<file path="src/rtl/io_bridge_pkg.sv">
// rtl/io_bridge_pkg.sv - shared types and constants for the CPU-device bridge
package io_bridge_pkg;

  typedef enum logic [1:0] {
    IDLE   = 2'd0,
    ACCESS = 2'd1,
    RESP   = 2'd2
  } state_t;

  // Word offsets inside the internal register window
  localparam logic [1:0] IRQ_MASK = 2'd0;
  localparam logic [1:0] IRQ_PEND = 2'd1;
  localparam logic [1:0] ERR_ADDR = 2'd2;

  // cpu_addr[31:4] of device slot 0
  localparam logic [27:0] DEFAULT_BASE = 28'h00007F0;

endpackage

</file>
<file path="src/rtl/io_bridge_if.sv">
// rtl/io_bridge_if.sv - CPU-side and device-side bus bundles for the bridge
interface io_cpu_if;
  logic        req;
  logic        we;
  logic [29:0] addr;
  logic [3:0]  be;
  logic [31:0] wdata;
  logic [31:0] rdata;
  logic        ready;
  logic        err;
  logic        irq;

  modport master (output req, we, addr, be, wdata, input rdata, ready, err, irq);
  modport slave  (input req, we, addr, be, wdata, output rdata, ready, err, irq);
endinterface

interface io_dev_if #(
  parameter int NUM_DEV = 4
);
  logic [NUM_DEV-1:0]    sel;
  logic                  we;
  logic [1:0]            addr;
  logic [3:0]            be;
  logic [31:0]           wdata;
  logic [32*NUM_DEV-1:0] rdata;
  logic [NUM_DEV-1:0]    ack;
  logic [NUM_DEV-1:0]    irq;

  modport master (output sel, we, addr, be, wdata, input rdata, ack, irq);
  modport slave  (input sel, we, addr, be, wdata, output rdata, ack, irq);
endinterface

</file>
<file path="src/rtl/io_addr_decode.sv">
// rtl/io_addr_decode.sv - combinational slot decode of cpu_addr[31:4]
module io_addr_decode
  import io_bridge_pkg::*;
#(
  parameter int          NUM_DEV = 4,
  parameter logic [27:0] BASE    = DEFAULT_BASE
) (
  input  logic [27:0]        win,
  output logic [NUM_DEV-1:0] hit,
  output logic               internal,
  output logic               unmapped
);

  logic [27:0] diff;

  // Addresses below BASE wrap to a large offset and fall out as unmapped
  assign diff = win - BASE;

  // One-hot slot hit, internal window right after the last slot
  always_comb begin
    hit = '0;
    for (int i = 0; i < NUM_DEV; i++) begin
      hit[i] = (diff == 28'(i));
    end
    internal = (diff == 28'(NUM_DEV));
    unmapped = ~(|hit) & ~internal;
  end

endmodule

</file>
<file path="src/rtl/io_bridge_n.sv">
// rtl/io_bridge_n.sv - handshaked CPU-to-device address bridge with irq/error registers
module io_bridge_n
  import io_bridge_pkg::*;
#(
  parameter int          NUM_DEV = 4,
  parameter logic [27:0] BASE    = DEFAULT_BASE,
  parameter int          TIMEOUT = 15
) (
  input  logic     clk,
  input  logic     rst_n,
  io_cpu_if.slave  cpu,
  io_dev_if.master dev
);

  state_t             state;
  logic [7:0]         cnt;
  logic [NUM_DEV-1:0] hit;
  logic               internal;
  logic               unmapped;
  logic               ack_hit;
  logic [NUM_DEV-1:0] mask;
  logic [NUM_DEV-1:0] mask_next;
  logic [NUM_DEV-1:0] pend;
  logic [29:0]        err_addr;
  logic [31:0]        be_bits;
  logic [31:0]        sel_rdata;
  logic [31:0]        int_rdata;

  io_addr_decode #(
    .NUM_DEV (NUM_DEV),
    .BASE    (BASE)
  ) u_decode (
    .win      (cpu.addr[29:2]),
    .hit      (hit),
    .internal (internal),
    .unmapped (unmapped)
  );

  // Only the acknowledge of the strobed slot counts
  assign ack_hit = |(dev.ack & dev.sel);

  assign be_bits   = {{8{cpu.be[3]}}, {8{cpu.be[2]}}, {8{cpu.be[1]}}, {8{cpu.be[0]}}};
  assign mask_next = (mask & ~be_bits[NUM_DEV-1:0]) | (cpu.wdata[NUM_DEV-1:0] & be_bits[NUM_DEV-1:0]);

  assign cpu.irq = |(pend & mask);

  // Read data of the strobed slot; dev.sel is one-hot or all zero
  always_comb begin
    sel_rdata = '0;
    for (int i = 0; i < NUM_DEV; i++) begin
      if (dev.sel[i]) sel_rdata = sel_rdata | dev.rdata[32*i +: 32];
    end
  end

  // Internal register read mux by word offset
  always_comb begin
    int_rdata = '0;
    case (cpu.addr[1:0])
      IRQ_MASK: int_rdata = 32'(mask);
      IRQ_PEND: int_rdata = 32'(pend);
      ERR_ADDR: int_rdata = {err_addr, 2'b00};
      default:  int_rdata = '0;
    endcase
  end

  // Device interrupt levels registered into the pending register
  always_ff @(posedge clk or negedge rst_n) begin
    if (!rst_n) begin
      pend <= '0;
    end else begin
      pend <= dev.irq;
    end
  end

  // Access sequencer: decode in IDLE, wait for ack or timeout in ACCESS, one-cycle response in RESP
  always_ff @(posedge clk or negedge rst_n) begin
    if (!rst_n) begin
      state     <= IDLE;
      cnt       <= '0;
      dev.sel   <= '0;
      dev.we    <= 1'b0;
      dev.addr  <= '0;
      dev.be    <= '0;
      dev.wdata <= '0;
      cpu.ready <= 1'b0;
      cpu.err   <= 1'b0;
      cpu.rdata <= '0;
      mask      <= '0;
      err_addr  <= '0;
    end else begin
      cpu.ready <= 1'b0;
      case (state)
        IDLE: begin
          if (cpu.req) begin
            if (internal) begin
              if (cpu.we && (cpu.addr[1:0] == IRQ_MASK)) mask <= mask_next;
              cpu.rdata <= cpu.we ? 32'd0 : int_rdata;
              cpu.err   <= 1'b0;
              cpu.ready <= 1'b1;
              state     <= RESP;
            end else if (unmapped) begin
              cpu.rdata <= '0;
              cpu.err   <= 1'b1;
              cpu.ready <= 1'b1;
              err_addr  <= cpu.addr;
              state     <= RESP;
            end else begin
              dev.sel   <= hit;
              dev.we    <= cpu.we;
              dev.addr  <= cpu.addr[1:0];
              dev.be    <= cpu.be;
              dev.wdata <= cpu.wdata;
              cnt       <= '0;
              state     <= ACCESS;
            end
          end
        end
        ACCESS: begin
          if (ack_hit) begin
            cpu.rdata <= sel_rdata;
            cpu.err   <= 1'b0;
            cpu.ready <= 1'b1;
            dev.sel   <= '0;
            state     <= RESP;
          end else if (cnt == 8'(TIMEOUT - 1)) begin
            cpu.rdata <= '0;
            cpu.err   <= 1'b1;
            cpu.ready <= 1'b1;
            dev.sel   <= '0;
            err_addr  <= cpu.addr;
            state     <= RESP;
          end else begin
            cnt <= cnt + 8'd1;
          end
        end
        RESP: begin
          state <= IDLE;
        end
        default: begin
          state <= IDLE;
        end
      endcase
    end
  end

endmodule

</file>
<file path="src/flat_wrapper.sv">
// flat-port wrapper written by rule: the top's interface ports become plain ports
module io_bridge_n_flat import io_bridge_pkg::*;
#(
  parameter int          NUM_DEV = 4,
  parameter logic [27:0] BASE    = DEFAULT_BASE,
  parameter int          TIMEOUT = 15
)
  (clk, rst_n, cpu_req, cpu_we, cpu_addr, cpu_be, cpu_wdata, cpu_rdata, cpu_ready, cpu_err, cpu_irq, dev_sel, dev_we, dev_addr, dev_be, dev_wdata, dev_rdata, dev_ack, dev_irq);
  io_cpu_if cpu_i ();
  io_dev_if #(.NUM_DEV(NUM_DEV)) dev_i ();
  input  logic clk;
  input  logic rst_n;
  input wire logic [$bits(cpu_i.req)-1:0] cpu_req;
  input wire logic [$bits(cpu_i.we)-1:0] cpu_we;
  input wire logic [$bits(cpu_i.addr)-1:0] cpu_addr;
  input wire logic [$bits(cpu_i.be)-1:0] cpu_be;
  input wire logic [$bits(cpu_i.wdata)-1:0] cpu_wdata;
  output wire logic [$bits(cpu_i.rdata)-1:0] cpu_rdata;
  output wire logic [$bits(cpu_i.ready)-1:0] cpu_ready;
  output wire logic [$bits(cpu_i.err)-1:0] cpu_err;
  output wire logic [$bits(cpu_i.irq)-1:0] cpu_irq;
  output wire logic [$bits(dev_i.sel)-1:0] dev_sel;
  output wire logic [$bits(dev_i.we)-1:0] dev_we;
  output wire logic [$bits(dev_i.addr)-1:0] dev_addr;
  output wire logic [$bits(dev_i.be)-1:0] dev_be;
  output wire logic [$bits(dev_i.wdata)-1:0] dev_wdata;
  input wire logic [$bits(dev_i.rdata)-1:0] dev_rdata;
  input wire logic [$bits(dev_i.ack)-1:0] dev_ack;
  input wire logic [$bits(dev_i.irq)-1:0] dev_irq;
  assign cpu_i.req = cpu_req;
  assign cpu_i.we = cpu_we;
  assign cpu_i.addr = cpu_addr;
  assign cpu_i.be = cpu_be;
  assign cpu_i.wdata = cpu_wdata;
  assign cpu_rdata = cpu_i.rdata;
  assign cpu_ready = cpu_i.ready;
  assign cpu_err = cpu_i.err;
  assign cpu_irq = cpu_i.irq;
  assign dev_sel = dev_i.sel;
  assign dev_we = dev_i.we;
  assign dev_addr = dev_i.addr;
  assign dev_be = dev_i.be;
  assign dev_wdata = dev_i.wdata;
  assign dev_i.rdata = dev_rdata;
  assign dev_i.ack = dev_ack;
  assign dev_i.irq = dev_irq;
  io_bridge_n #(.NUM_DEV(NUM_DEV), .BASE(BASE), .TIMEOUT(TIMEOUT)) u_core (.clk(clk), .rst_n(rst_n), .cpu(cpu_i), .dev(dev_i));
endmodule
</file>
<file path="config.mk">
export PLATFORM = sky130hd
export DESIGN_NAME = io_bridge_n_flat
export DESIGN_NICKNAME = d
export VERILOG_FILES = /design/src/rtl/io_bridge_pkg.sv /design/src/rtl/io_bridge_if.sv /design/src/rtl/io_addr_decode.sv /design/src/rtl/io_bridge_n.sv /design/src/flat_wrapper.sv
export SDC_FILE = /design/constraint.sdc
export NUM_CORES = 1
export LEC_CHECK = 0
export ABC_AREA = 1
export ABC_CLOCK_PERIOD_IN_PS = 3500
export CAP_MARGIN = 10
export CORE_MARGIN = 3
export CORE_UTILIZATION = 49
export CTS_BUF_LIST = sky130_fd_sc_hd__clkbuf_4 sky130_fd_sc_hd__clkbuf_8
export DETAILED_ROUTE_END_ITERATION = 16
export HOLD_SLACK_MARGIN = 0.02
export PLACE_DENSITY = 0.86
export SYNTH_ARGS = -nofsm -noshare
export SYNTH_HDL_FRONTEND = slang
export SYNTH_SLANG_ARGS = --single-unit
</file>
<file path="constraint.sdc">
create_clock -name clk -period 3.5 [get_ports clk]
set_clock_uncertainty 0.2 [all_clocks]
set_input_delay 0.7 -clock clk [delete_from_list [all_inputs] [get_ports clk]]
set_output_delay 0.7 -clock clk [all_outputs]
set_load 0.01 [all_outputs]
</file>
==> reports/results.txt <==
Area growth syn-to-layout: 47.4%
Clk network pwr share: 39.8%
Reg clk slew, reported paths: 0.07 ns
Setup WS pre-CTS: -0.0726 ns
Setup crit start: cpu_addr[7]
post-CTS resize count: 0
Post-DP HPWL: 18900 um
syn_nets: 1308
GRT Util Overall: 29.8%
Tot Pwr: 3340 uW
mapped cell area: 7420 um^2
Rows: 44
most frequent cells in the layout: nand2_1, clkdlybuf4s50_1, dfrtp_1
Syn Inst Count: 1100
vias in the first global route: 7680
largest family of logic cells by synthesized area: simple AND/OR/NAND/NOR gates
Seq/Total Area, Yosys: 42.2%
Max Cap Viol: 0
setup_tns: 0 ns
Num CTS Buffers: 17
CTS max path bufs: 2
worst-path maximum fanout: 87
Worst-Margin Slew: 0.765 ns
Distinct cells, synth: 36
DR iter-0 viols: 782
Root Driver: clkbuf_8
synth warn: 0
fin area: 10900 um^2
multiplexer share of the synthesized area: 0%
first-pass GRT wire length: 39300 um
IO Pins: 284
H-tree Lvls: 4
CP Launch Type: input pin
Period Utilization, post-route: 90.0%
Final Max Slew Viols: 0
Core Area: 14700 um^2
status: finished, final reports clean
Setup violations, final: 0
relative slew slack: 49.0%
fin util: 74.4%
compound-gate portion of the synthesized area: 4.01%
Synth async-reset ratio: 100%
min Tclk post-route: 3.15 ns
Int Pwr: 2520 uW
worst-skew pair later-pin latency: 0.45 ns
Post-synth EDFFs: 0
nets: 1578
CP required: 3.69 ns
Routed WL per cell: 16.1 um
die height: 129 um
initial antenna violation count: 0
Mean Syn Cell Area: 6.75 um^2
post-DR vias/cell: 5.36
Synth Area in XOR/XNOR: 0.826%
Final Wtd Congestion: 0.926
grt ovf: 0
commonest non-fill, non-tap cell in the layout: nand2_1
peak supply drop: 0.000221 V
leakage power: 0.00517 uW
fmax: 318 MHz
vias post-DR: 8393
Antenna Diode Count: 0
drc violations: 0
Setup Crit Path Kind: input pin to flip-flop
final wirelength: 25200 um
Sequential Power Share: 45.7%
Synth Flop Type: dfrtp_1
CTS tree: built
part of the power in combinational logic: 14.5%
fraction of final layout cells sized beyond drive strength 1: 6.66%
worst reg2reg startpoint: u_core.dev.sel[1]$_DFFE_PN0P_
RSZ-0062 raised after global routing: false
final hold vios: 0
Final ANT Viol Nets: 0
largest net degree at the start of global routing: 126
Pwr Density: 305 nW/um^2
Final WS setup: 0.350 ns
net switching power: 816 uW
adder-cell area share of the yosys netlist: 0.337%
Synth Area in Simple Gates: 45.1%
FF+latch count, synth: 125
switching part of the total power: 24.5%
crit path DAT: 3.34 ns
die area: 16700 um^2
post-CTS setup repair buffer count: 0
CTS Hold Bufs: 0
Area after DPL: 10500 um^2
initial core utilization: 50.5%
Pre-antenna DRT Iters: 6
# port buffers: 283
CTS Sinks: 125
Setup crit end kind: flip-flop
min-delay worst type: input pin to asynchronous set/reset pin
die width: 129 um
stage by stage:
stage	cells	hold slack [ns]
2_1_floorplan	1100	0.204
3_3_place_gp	1535	0.256
3_5_place_dp	1535	0.261
4_1_cts	1566	0.169
5_1_grt	1566	0.200
6_report	1566	0.145
cell type report:
class                      instances  area, um^2
multi-input combinational        845        3740
inverter                          66         248
clock buffer                      21         277
fill                            1131        3760
tap                              184         230
clock inverter                    10         140
sequential                       125        3130
timing repair buffer             315        3170
logic make-up (layout without fill, tap and decap cells):
logic type | Yosys count | after routing
simple gates | 780 | 780
buf+inv | 130 | 412
flops | 125 | 125
compound gates | 56 | 56
xor+xnor | 7 | 7
fa+ha+maj | 2 | 2
synth_stat cells, types with 2 or more instances:
cell type,count,area [um^2]
dfrtp_1,125,3130
inv_2,3,11.3
buf_2,13,65.1
nor3_1,3,15.0
xor2_1,3,26.3
buf_6,7,78.8
ha_1,2,25.0
nand2_2,5,31.3
a21oi_1,5,25.0
nand3b_1,4,30.0
nor4_1,2,12.5
o211ai_1,2,15.0
or2_2,2,12.5
inv_1,62,233
nor2_2,7,43.8
nor2_4,2,22.5
xnor2_1,4,35.0
nand4_1,70,438
clkbuf_1,43,161
o21ai_0,22,110
nand3_1,107,536
nand2_1,488,1830
o21ai_1,23,115
nor2_1,84,315
final timing paths:
check,end,slack [ns],cells after the start
worst max-delay path,u_core.cnt[7]$_DFFE_PN0P_,0.35,16
worst min-delay path,u_core.dev.wdata[26]$_DFFE_PN0P_,0.15,2
worst max register to register,u_core.err_addr[0]$_DFFE_PN0P_,0.90,10
worst min register to register,u_core.err_addr[18]$_DFFE_PN0P_,0.28,2
max in group asynchronous,u_core.err_addr[19]$_DFFE_PN0P_,2.46,2
min in group clk,u_core.err_addr[18]$_DFFE_PN0P_,0.28,2
per-layer routing:
layer  track usage [%]  wire length (um)  up-vias
met5                 0                 0        -
met1              38.9              9820     3854
met3              6.92              2530       44
li1                  -                 -     4076
met4              8.89               507        0
met2              49.6             12300      419
critical path, cell delays in order:
cell and delay (ns):
clkdlybuf4s50_1 0.42, nand2_1 0.18, nor2_2 0.07, nand2_1 0.31, nand2_1 0.14, nor2_2 0.17, nand2_1 0.09, nand2_1 0.08
nand3b_1 0.09, nor2_2 0.18, and2_4 0.20, nand4_4 0.09, buf_12 0.23, nand2_2 0.20, nand2_1 0.09, nand2_1 0.06
power by group through the flow:
stage               clock network, uW  logic (uW)  registers, uW
global placement                    0         470           1550
finish                           1330         483           1530
detailed placement                  0         480           1550
global route                     1410         528           1530
floorplan                           0         150           1540
CTS                              1350         484           1520
flip-flops by register name, summed over array words and instances (netlist names), named ones only:
| signal | flops |
|---|---|
| u_core.dev.addr | 2 |
| u_core.state | 2 |
| u_core.dev.wdata | 32 |
| u_core.cpu.ready | 1 |
| u_core.dev.we | 1 |
| u_core.cpu.rdata | 32 |
| u_core.dev.sel | 4 |
| u_core.cpu.err | 1 |
| u_core.pend | 4 |
| u_core.dev.be | 4 |
| u_core.err_addr | 30 |
| u_core.cnt | 8 |
Note: power is estimated with default switching activity, not from simulation.
